<file path="config.mk">
export PLATFORM = sky130hd
export DESIGN_NAME = pulse_period_meter
export DESIGN_NICKNAME = d
export VERILOG_FILES = /design/src/rtl/pulse_period_meter.sv
export SDC_FILE = /design/constraint.sdc
export NUM_CORES = 1
export LEC_CHECK = 0
export ABC_AREA = 0
export BUFFER_PORTS_ARGS = -buffer_cell sky130_fd_sc_hd__buf_4
export CORE_ASPECT_RATIO = 1.5
export CORE_MARGIN = 2
export CORE_UTILIZATION = 47
export DETAILED_ROUTE_END_ITERATION = 7
export GPL_ROUTABILITY_DRIVEN = 0
export PLACE_DENSITY = 0.69
export SLEW_MARGIN = 10
export SYNTH_ARGS = -nofsm -noshare
export SYNTH_HDL_FRONTEND = slang
export SYNTH_HIERARCHICAL = 1
export SYNTH_SLANG_ARGS = --single-unit
</file>
<file path="constraint.sdc">
create_clock -name clk -period 2.1 [get_ports clk]
set_input_delay 0.42 -clock clk [delete_from_list [all_inputs] [get_ports clk]]
set_output_delay 0.42 -clock clk [all_outputs]
set_load 0.005 [all_outputs]
</file>
<file path="src/rtl/pulse_period_meter.sv">
// Pulse period meter: reports the spacing between successive pulse_in events in enabled clock cycles.
// Define PULSE_PERIOD_EDGE_DETECT_EN to count rising edges of pulse_in instead of high levels.

module adder_n #(
  parameter int N = 8
) (
  input  logic [N-1:0] i_a,
  input  logic [N-1:0] i_b,
  output logic [N-1:0] o_sum
);
  assign o_sum = i_a + i_b;
endmodule

module comparator_eq #(
  parameter int N = 8
) (
  input  logic [N-1:0] i_a,
  input  logic [N-1:0] i_b,
  output logic         o_eq
);
  assign o_eq = (i_a == i_b);
endmodule

module pulse_period_meter #(
  parameter int N = 8
) (
  input  logic         clk,
  input  logic         rst,
  input  logic         ena,
  input  logic         pulse_in,
  output logic [N-1:0] period,
  output logic         valid,
  output logic         overflow,
  output logic         armed
);

  typedef enum logic [1:0] {
    S_IDLE  = 2'b00,
    S_COUNT = 2'b01,
    S_SAT   = 2'b10
  } state_t;

  localparam logic [N-1:0] ONE      = N'(1);
  localparam logic [N-1:0] ALL_ONES = '1;

  state_t       r_state, w_state_nxt;
  logic [N-1:0] r_counter, w_counter_nxt;
  logic [N-1:0] r_period, w_period_nxt;
  logic         r_valid, w_valid_nxt;
  logic         r_overflow, w_overflow_nxt;
  logic         r_armed, w_armed_nxt;
  logic [N-1:0] w_counter_inc;
  logic         w_at_max;
  logic         w_event;

`ifdef PULSE_PERIOD_EDGE_DETECT_EN
  logic r_pulse_prev;

  // Previous sample only advances on enabled cycles, so a high level spanning
  // a disabled gap is still one edge.
  always_ff @(posedge clk or negedge rst) begin
    if (!rst) r_pulse_prev <= 1'b0;
    else if (ena) r_pulse_prev <= pulse_in;
  end

  assign w_event = ena & pulse_in & ~r_pulse_prev;
`else
  assign w_event = ena & pulse_in;
`endif

  adder_n #(.N(N)) u_counter_inc (
    .i_a   (r_counter),
    .i_b   (ONE),
    .o_sum (w_counter_inc)
  );

  comparator_eq #(.N(N)) u_counter_at_max (
    .i_a  (r_counter),
    .i_b  (ALL_ONES),
    .o_eq (w_at_max)
  );

  // NOTE: state registers use non-blocking (<=) so every flop samples pre-edge values.
  always_ff @(posedge clk or negedge rst) begin
    if (!rst) begin
      r_state    <= S_IDLE;
      r_counter  <= ONE;
      r_period   <= '0;
      r_valid    <= 1'b0;
      r_overflow <= 1'b0;
      r_armed    <= 1'b0;
    end else begin
      r_state    <= w_state_nxt;
      r_counter  <= w_counter_nxt;
      r_period   <= w_period_nxt;
      r_valid    <= w_valid_nxt;
      r_overflow <= w_overflow_nxt;
      r_armed    <= w_armed_nxt;
    end
  end

  always_comb begin
    // NOTE: defaults first on every path so no latch can be inferred.
    w_state_nxt    = r_state;
    w_counter_nxt  = r_counter;
    w_period_nxt   = r_period;
    w_overflow_nxt = r_overflow;
    w_armed_nxt    = r_armed;
    w_valid_nxt    = 1'b0;

    case (r_state)
      S_IDLE: begin
        w_counter_nxt = ONE;
        if (w_event) begin
          w_state_nxt = S_COUNT;
          w_armed_nxt = 1'b1;
        end
      end
      S_COUNT: begin
        if (w_event) begin
          w_period_nxt   = r_counter;
          w_overflow_nxt = 1'b0;
          w_valid_nxt    = 1'b1;
          w_counter_nxt  = ONE;
        end else if (ena) begin
          // An event on the max-count cycle is still in range; saturate only after it passes.
          if (w_at_max) w_state_nxt = S_SAT;
          else          w_counter_nxt = w_counter_inc;
        end
      end
      S_SAT: begin
        if (w_event) begin
          w_period_nxt   = ALL_ONES;
          w_overflow_nxt = 1'b1;
          w_valid_nxt    = 1'b1;
          w_counter_nxt  = ONE;
          w_state_nxt    = S_COUNT;
        end
      end
      default: begin
        w_state_nxt   = S_IDLE;
        w_counter_nxt = ONE;
      end
    endcase
  end

  assign period   = r_period;
  assign valid    = r_valid;
  assign overflow = r_overflow;
  assign armed    = r_armed;

endmodule

</file>
-- Yosys cells after proc, flatten, opt, wreduce, memory -nomap -nowiden
Index checks and enable logic that the tools add are counted.
- memories kept: 0
- logic and storage cells: 45
- memory bits (read-only): 0
- output and inout port bits: 11
- register bits: 21
- input port bits: 4
- latch bits: 0
- RAM bits: 0
- reductions and logical operators: 8
- $add $sub $neg: 1
- bitwise operators: 1
- $mul: 0
- shift-type cells: 0
- eq/ne operators: 11
- muxes and demuxes: 18
- div/mod/pow operators: 0
- order comparisons: 0
- operators by type and width (cell ; number):
    2-to-1 mux 8 bit ; 6
    case mux 8 bit (2 select lines) ; 2
    adder 8 x 1 -> 8 bit (second input constant) ; 1
    equality test 8 bit (second input constant) ; 1
    2-to-1 mux 2 bit ; 4
    != test 2 bit (second input constant) ; 4
    != test 3 bit (second input constant) ; 2
    AND reduction 3 bit ; 2
    2-to-1 mux 1 bit ; 4
    != test 2 x 1 -> 1 bit (second input constant) ; 2
    case mux 2 bit (2 select lines) ; 1
    AND reduction 4 bit ; 1
    OR reduction 2 bit ; 2
    equality test 2 x 1 -> 1 bit (second input constant) ; 1
    equality test 2 bit (second input constant) ; 1
    logical NOT 2 bit ; 1
    case mux 1 bit (2 select lines) ; 1
    AND reduction 2 bit ; 1
    nonzero test 2 bit ; 1
    bitwise AND 1 bit ; 1

-- Depth between registers and ports, before layout
Gate-level depths: netlist (run 1).
- depth in word-level cells: 5
- depth in mapped cells: 9
- mapped depth without buffers: 9

-- By module
The synthesis (run 1) kept the hierarchy.
- modules (own cells, without submodules) (module ; area each (um2) ; times used ; sequential area each (um2) ; cells an instance):
    pulse_period_meter ; 979.7 ; 1 ; 526.8 ; 94
    adder_n ; 331.6 ; 1 ; 0.0 ; 42
    comparator_eq ; 86.3 ; 1 ; 0.0 ; 11

-- Least setup slack after synthesis (run 1)
No wires, ideal clock.
- path kind: reg-to-reg
- from: reg r_counter[0]
- to: reg r_counter[6]
- setup slack: 0.118 ns
- period minus slack after synthesis: 1.982 ns
- setup time: 0.119 ns
- cell stages (with the launch flop): 10
- data arrival time: 1.864 ns
- buffers on the path: 0
- required time: 1.981 ns
- cell sequence: dfstp_2 -> ha_1 -> inv_1 -> fa_1 -> nor2b_4 -> o31a_1 -> o311ai_1 -> and2_1 -> mux2i_1 -> nor2_1
- cells in the longest elaborated chain, start to end: 5
- elaborated cells between the ends (all ways): 8
- classes of those cells: 1 x add/sub; 2 x eq/ne; 4 x mux; 1 x reduce/logical
- RTL lines (item ; line ; source):
    start, declared ; 47 ; logic [N-1:0] r_counter, w_counter_nxt;
    start signal, assigned ; 94 ; r_counter <= w_counter_nxt;
    adder 8 x 1 -> 8 bit ; 11 ; assign o_sum = i_a + i_b;
    named net w_counter_inc[6] ; 52 ; logic [N-1:0] w_counter_inc;
    2-to-1 mux 8 bit ; 127 ; if (w_at_max) w_state_nxt = S_SAT;
    2-to-1 mux 8 bit ; 125 ; end else if (ena) begin
    2-to-1 mux 8 bit ; 120 ; if (w_event) begin
    case mux 8 bit (2 select lines) ; 111 ; case (r_state)
The timed path passes the listed nets, and every way through them passes these cells. The select of a mux whose other input is x is not followed.
A chain may end at the register's enable or synchronous reset.

-- Worst setup path in the final report (run 1)
Ends and elaborated chain as after synthesis.

==> run summary, run 1 <==
CTS tree - yes
# fillers - 276
Yosys warning total - 6
Mapped Avg Cell Area - 9.51 sq um
Starting Density - 0.485
Net Sw Frac - 0.390
H-tree depth - 1
Post-synth EDFFs - 0
worst-margin pin slew - 0.542 ns
delay-heaviest family, CP - adder cells
Stages on worst setup path - 9
drc violations - 0
FP Rows - 24
Critical-path top delay cell - dfstp_2
GR Util All Layers - 0.178
Min Hold Slack - 0.0281 ns
Synth area leaders - dfrtp_1 (36%), ha_1 (11%), xnor2_1 (6.3%)
Worst-path clk slew - 0.08 ns
clk sink count - 21
combinational share of power - 0.545
FF+latch count, synth - 21
CTS Buffer Depth - 2
Pre-antenna DRT Iters - 4
Worst Setup End Kind - flip-flop
initial antenna violation count - 0
layout net count - 201
grt met2 use - 0.364
Hold WC Path Type - input port to asynchronous set/reset pin
LEAKAGE - 0.831 nW
share of the synthesized area in the top cell type - 0.358
vias in the first global route - 1,199
Reg-to-Reg End - r_counter[6]$_DFFE_PN0P_
PortBufs - 14
Synth area leader - dfrtp_1
Final Power - 2.10 mW
WP data arrival - 2.15 ns
routed vias/inst - 5.02
Cell Int Power - 1.28 mW
Final Setup Violations - 0
final setup TNS - 0 ns
# IOs - 15
met3 Track Usage GR - 0.0253
count leader, synth - dfrtp_1
Die Ht - 70.8 um
Max-cap violations - 0
Synth async-reset ratio - 1.00
FF-to-FF path depth - 9
total CTS buffers - 3
P&R area growth vs syn - 21.7%
DR iter-0 viols - 11
post-detailed-routing wire length - 2.76 mm
Slew headroom - 0.636
most instantiated cells after synthesis - dfrtp_1 (20), nor2_1 (16), ha_1 (12)
die area - 3430 sq um
synthesized area - 1400 sq um
Tmin final - 2.01 ns
Worst EP required - 2.24 ns
Crit Path Max Fanout - 3
clock share of power - 0.124
first-pass GRT wire length - 4.80 mm
unrepaired setup endpoints after global routing - true
met1 usage - 0.162
r2r startpoint - r_counter[0]$_DFFE_PN1P_
status - completed
total number of vias - 1,115
Hold Violations, Final - 0
Clock Skews - 0.00428 ns
post-synthesis sequential area ratio - 0.377
Distinct cells, synth - 43
Core ar. - 2880 sq um
pwr/cell area - 1230 nW/um^2
Buf+Inv Stages, Crit Path - 1
Remaining Overflow, GRT - 0
DRT antenna net count - 0
Clock Tree Root - clkbuf_8
Reg2Reg Setup Slack - 0.09 ns
Cells after Synth - 147
fmax - 498 MHz
DP Area - 1630 sq um
worst skew pair latency - 0.26 ns
hold_buf cts - 0
per-cell routed wire length - 12.4 um
hpwl dp - 2.22 mm
GRT busiest layer - met2
CP Cell Sequence - ha_2 -> inv_1 -> fa_2 -> nor2b_4 -> o31a_1 -> o311ai_1 -> and2_1 -> mux2i_1 -> nor2_1
sequential share of power - 0.332
post-route clock period utilization - 0.957
VDD IR max - 0.610 mV
design area - 1700 sq um
layout cells sized above 1 - 0.191
Slew Limit Fails - 0
Die W - 48.5 um
ANT cells - 0
dominant synthesized flop cell - dfrtp_1
CP startpoint kind - flip-flop
delay of the slowest critical-path stage - 0.55 ns
critical path class - flip-flop to flip-flop
largest net degree at the start of global routing - 22
Psw - 817 uW
metrics by stage:
stage / instances / util / setup slack [ns]
3_3_place_gp: 217 / 0.565 / 0.0667
6_report: 222 / 0.590 / 0.0907
5_1_grt: 222 / 0.590 / -0.0317
2_1_floorplan: 162 / - / 0.118
4_1_cts: 221 / 0.581 / 0.00433
3_5_place_dp: 217 / 0.565 / 0.0146
how the worst max path moves through the flow:
| stage | from | endpoint | slack [ns] |
|---|---|---|---|
| 2_1_floorplan | r_counter[0]$_DFFE_PN1P_ | r_counter[6]$_DFFE_PN0P_ | 0.12 |
| 3_3_place_gp | r_counter[0]$_DFFE_PN1P_ | r_counter[6]$_DFFE_PN0P_ | 0.07 |
| 3_5_place_dp | r_counter[0]$_DFFE_PN1P_ | r_counter[6]$_DFFE_PN0P_ | 0.01 |
| 4_1_cts | r_counter[0]$_DFFE_PN1P_ | r_counter[6]$_DFFE_PN0P_ | 0.004 |
| 5_1_grt | r_counter[0]$_DFFE_PN1P_ | r_counter[6]$_DFFE_PN0P_ | -0.03 |
| 6_report | r_counter[0]$_DFFE_PN1P_ | r_counter[6]$_DFFE_PN0P_ | 0.09 |
power by group through the flow:
stage	combinational, mW	sequential (mW)	clock [mW]
2_1_floorplan	0.786	0.681	0
3_3_place_gp	1.07	0.694	0
3_5_place_dp	1.11	0.703	0
4_1_cts	1.11	0.694	0.271
5_1_grt	1.28	0.720	0.285
6_report	1.14	0.695	0.259
registers in the layout, indices dropped and copies added (netlist names):
| register | cells |
|---|---|
| period | 8 |
| r_counter | 8 |
| r_state | 2 |
| armed | 1 |
| overflow | 1 |
| valid | 1 |
repair_timing:
item / CTS / global route
setup buffers: 0 / 1
gates resized for setup: 0 / 5
setup endpoints to repair: 0 / 4
layout by cell type, fill, tap and decap left out, types with 2 or more instances in the layout:
master    netlist  final
a21o_1          2      2
a21oi_1         6      6
a22o_1          3      3
and2_1          4      4
buf_4           0     20
clkbuf_8        0      3
conb_1          2     17
dfrtp_1        20     20
ha_1           12     11
inv_1           8      8
mux2_2          3      3
mux2i_1         4      4
nand2_1        11     11
nand2b_1        2      2
nand4_1         2      2
nor2_1         16     15
o211ai_1        3      3
o21ai_0        11     11
xnor2_1        10      9
xor2_1          2      2
cells by family after synthesis:
logic type,count (synthesis),share of synthesized area
XOR/XNOR,12,0.0752
AO/OA/AOI/OAI,36,0.171
buffers and inverters,12,0.0394
AND/OR/NAND/NOR,44,0.158
flip-flops,21,0.377
multiplexers,7,0.0528
adder cells (fa/ha/maj),13,0.122
other,2,0.00537
routing by layer:
| metal | vias up | share of wire |
|---|---|---|
| met5 | - | 0 |
| met3 | 4 | 0.026 |
| met1 | 528 | 0.39 |
| li1 | 565 | - |
| met4 | 0 | 0.020 |
| met2 | 18 | 0.56 |
final cells by class:
class | count | area, sq um | area share
sequential | 21 | 527 | 0.310
multi-input combinational | 129 | 887 | 0.522
clock buffer | 3 | 41.3 | 0.0243
tap | 39 | 48.8 | 0.0287
inverter | 8 | 30.0 | 0.0177
timing repair buffer | 21 | 161 | 0.0949
clock inverter | 1 | 5.00 | 0.00294
No activity file was read; power rests on OpenSTA's default activity.
==> run 2: changes to the inputs <==
- PLACE_DENSITY: 0.69 -> 0.66
- SLEW_MARGIN: 10 -> 20
- clock period: 2.1 -> 2 ns (I/O delays scaled with it)
==> run summary, run 2 (same netlist as run 1, synthesis figures left out) <==
Final Setup Violations - 0 (unchanged)
DR iter-0 viols - 23 (+12)
Die W - 48.5 um (unchanged)
largest net degree at the start of global routing - 22 (unchanged)
CP startpoint kind - flip-flop
hpwl dp - 2.40 mm (+7.9%)
Net Sw Frac - 0.389 (-0.000773)
final setup TNS - 0 ns (unchanged)
VDD IR max - 0.701 mV (+15%)
unrepaired setup endpoints after global routing - true
CP startpoint - r_counter[0]$_DFFE_PN1P_
layout cells sized above 1 - 0.217 (+0.0257)
status - completed
sequential share of power - 0.320 (-0.012)
Die Ht - 70.8 um (unchanged)
first-pass GRT wire length - 5.24 mm (+9.2%)
post-detailed-routing wire length - 2.99 mm (+8.3%)
combinational share of power - 0.561 (+0.016)
most frequent cells in the layout - buf_4 (26), dfrtp_1 (20), conb_1 (17)
most common cell after layout, fill and taps aside - buf_4
DRT antenna net count - 0 (unchanged)
Layout Utilization - 0.609 (+0.0187)
CTS tree - yes
worst setup margin - 0.0275 ns (-0.0632 ns)
r2r startpoint - r_counter[0]$_DFFE_PN1P_
Hold Violations, Final - 0 (unchanged)
CTS Buffer Depth - 2 (unchanged)
worst skew pair latency - 0.26 ns (about the same)
per-cell routed wire length - 13.1 um (+5.4%)
ANT cells - 0 (unchanged)
clk sink count - 21 (unchanged)
Clock Tree Root - clkbuf_8
P&R area growth vs syn - 25.5%
Starting Density - 0.485 (unchanged)
fmax - 507 MHz (+1.9%)
Cell Int Power - 1.40 mW (+9.6%)
Core ar. - 2880 sq um (unchanged)
critical path class - flip-flop to flip-flop
GR Util All Layers - 0.195 (+0.0176)
initial antenna violation count - 0 (unchanged)
Remaining Overflow, GRT - 0 (unchanged)
Pre-antenna DRT Iters - 4 (unchanged)
post-route clock period utilization - 0.986 (+0.0295)
layout net count - 207 (+3.0%)
Slew Limit Fails - 0 (unchanged)
Max-cap violations - 0 (unchanged)
Psw - 892 uW (+9.2%)
pwr/cell area - 1310 nW/um^2 (+6.1%)
Post-Place Worst Slack - -0.0515 ns (-0.0661 ns)
LEAKAGE - 0.858 nW (+3.3%)
hold_buf cts - 0 (unchanged)
# fillers - 248 (-10%)
Tmin final - 1.97 ns (-0.0368 ns)
total number of vias - 1,142 (+2.4%)
drc violations - 0 (unchanged)
routed vias/inst - 5.01 (-0.27%)
H-tree depth - 1 (unchanged)
Worst-path clk slew - 0.07 ns (about the same)
total CTS buffers - 3 (unchanged)
vias in the first global route - 1,227 (+2.3%)
Worst Setup End Kind - flip-flop
Hold WC Path Type - input port to asynchronous set/reset pin
# IOs - 15 (unchanged)
die area - 3430 sq um (unchanged)
Clock Skews - 0.00278 ns (-0.00150 ns)
clock share of power - 0.120 (-0.004)
Crit Path Max Fanout - 3 (unchanged)
WP data arrival - 2.12 ns (-0.03 ns)
PortBufs - 14 (unchanged)
FP Rows - 24 (unchanged)
Worst EP required - 2.15 ns (-0.09 ns)
==> run 2: cell count changes in the layout (fill, tap and decap cells not counted), sizes merged <==
| cell | delta |
|---|---|
| clkbuf | +1 |
| buf | +6 |
| clkinv | -1 |
==> run 2: power by group through the flow <==
| stage | Sequential, mW | Combinational, mW | Clock, mW |
|---|---|---|---|
| detailed placement | 0.738 | 1.21 | 0 |
| CTS | 0.729 | 1.25 | 0.277 |
| finish | 0.733 | 1.29 | 0.274 |
| global route | 0.760 | 1.44 | 0.301 |
| global placement | 0.728 | 1.16 | 0 |
| floorplan | 0.715 | 0.825 | 0 |
==> run 2: area by class of cell <==
class / count / area, sq um / area share
Multi-Input combinational cell: 129 / 897 / 0.511
Sequential cell: 21 / 527 / 0.300
Timing Repair Buffer: 27 / 206 / 0.118
Tap cell: 39 / 48.8 / 0.0278
Clock buffer: 4 / 45.0 / 0.0257
Inverter: 8 / 30.0 / 0.0171
==> run 2: path summary, 6_finish.rpt <==
kind | depth (start not counted) | endpoint | slack (ns)
worst max-delay path | 8 | r_state[1]$_DFFE_PN0P_ | 0.03
worst min-delay path | 1 | period[7]$_DFFE_PN0P_ | 0.01
worst max register to register | 8 | r_state[1]$_DFFE_PN0P_ | 0.03
worst min register to register | 1 | armed$_DFFE_PN0P_ | 0.46
max in group asynchronous | 1 | r_counter[0]$_DFFE_PN1P_ | 1.72
min in group clk | 2 | valid$_DFF_PN0_ | 0.43
==> run 2: per-stage QoR <==
stage	cells	total power, mW	hold WS [ns]	area [sq um]
final	228	2.29	0.00956	1750
after global routing	228	2.50	0.0276	1750
after CTS	226	2.25	0.0179	1710
after detailed placement	221	1.95	0.295	1660
after global placement	221	1.88	0.291	1660
after floorplan	162	1.54	0.104	1450
==> run 2: worst max-delay path, stage by stage (launching register included) <==
cell	delay, ns
dfstp_2	0.56
buf_6	0.11
xnor2_2	0.09
nand4_1	0.10
nor2_2	0.19
nand2_1	0.08
a222oi_1	0.23
buf_4	0.18
mux2_2	0.32
==> run 2: routing by layer <==
metal	wire, um	global-route usage	share of wire
met1	1130	0.187	0.38
met2	1620	0.390	0.54
met3	89	0.0274	0.030
met4	143	0.108	0.048
met5	0	0	0
==> run 2: timing repair <==
action / 4_1_cts / 5_1_grt
resized for setup: 1 / 7
setup endpoints to repair: 4 / 6
setup buffers: 1 / 2
pin swaps: 1 / 12
hold endpoints to repair: 0 / 0
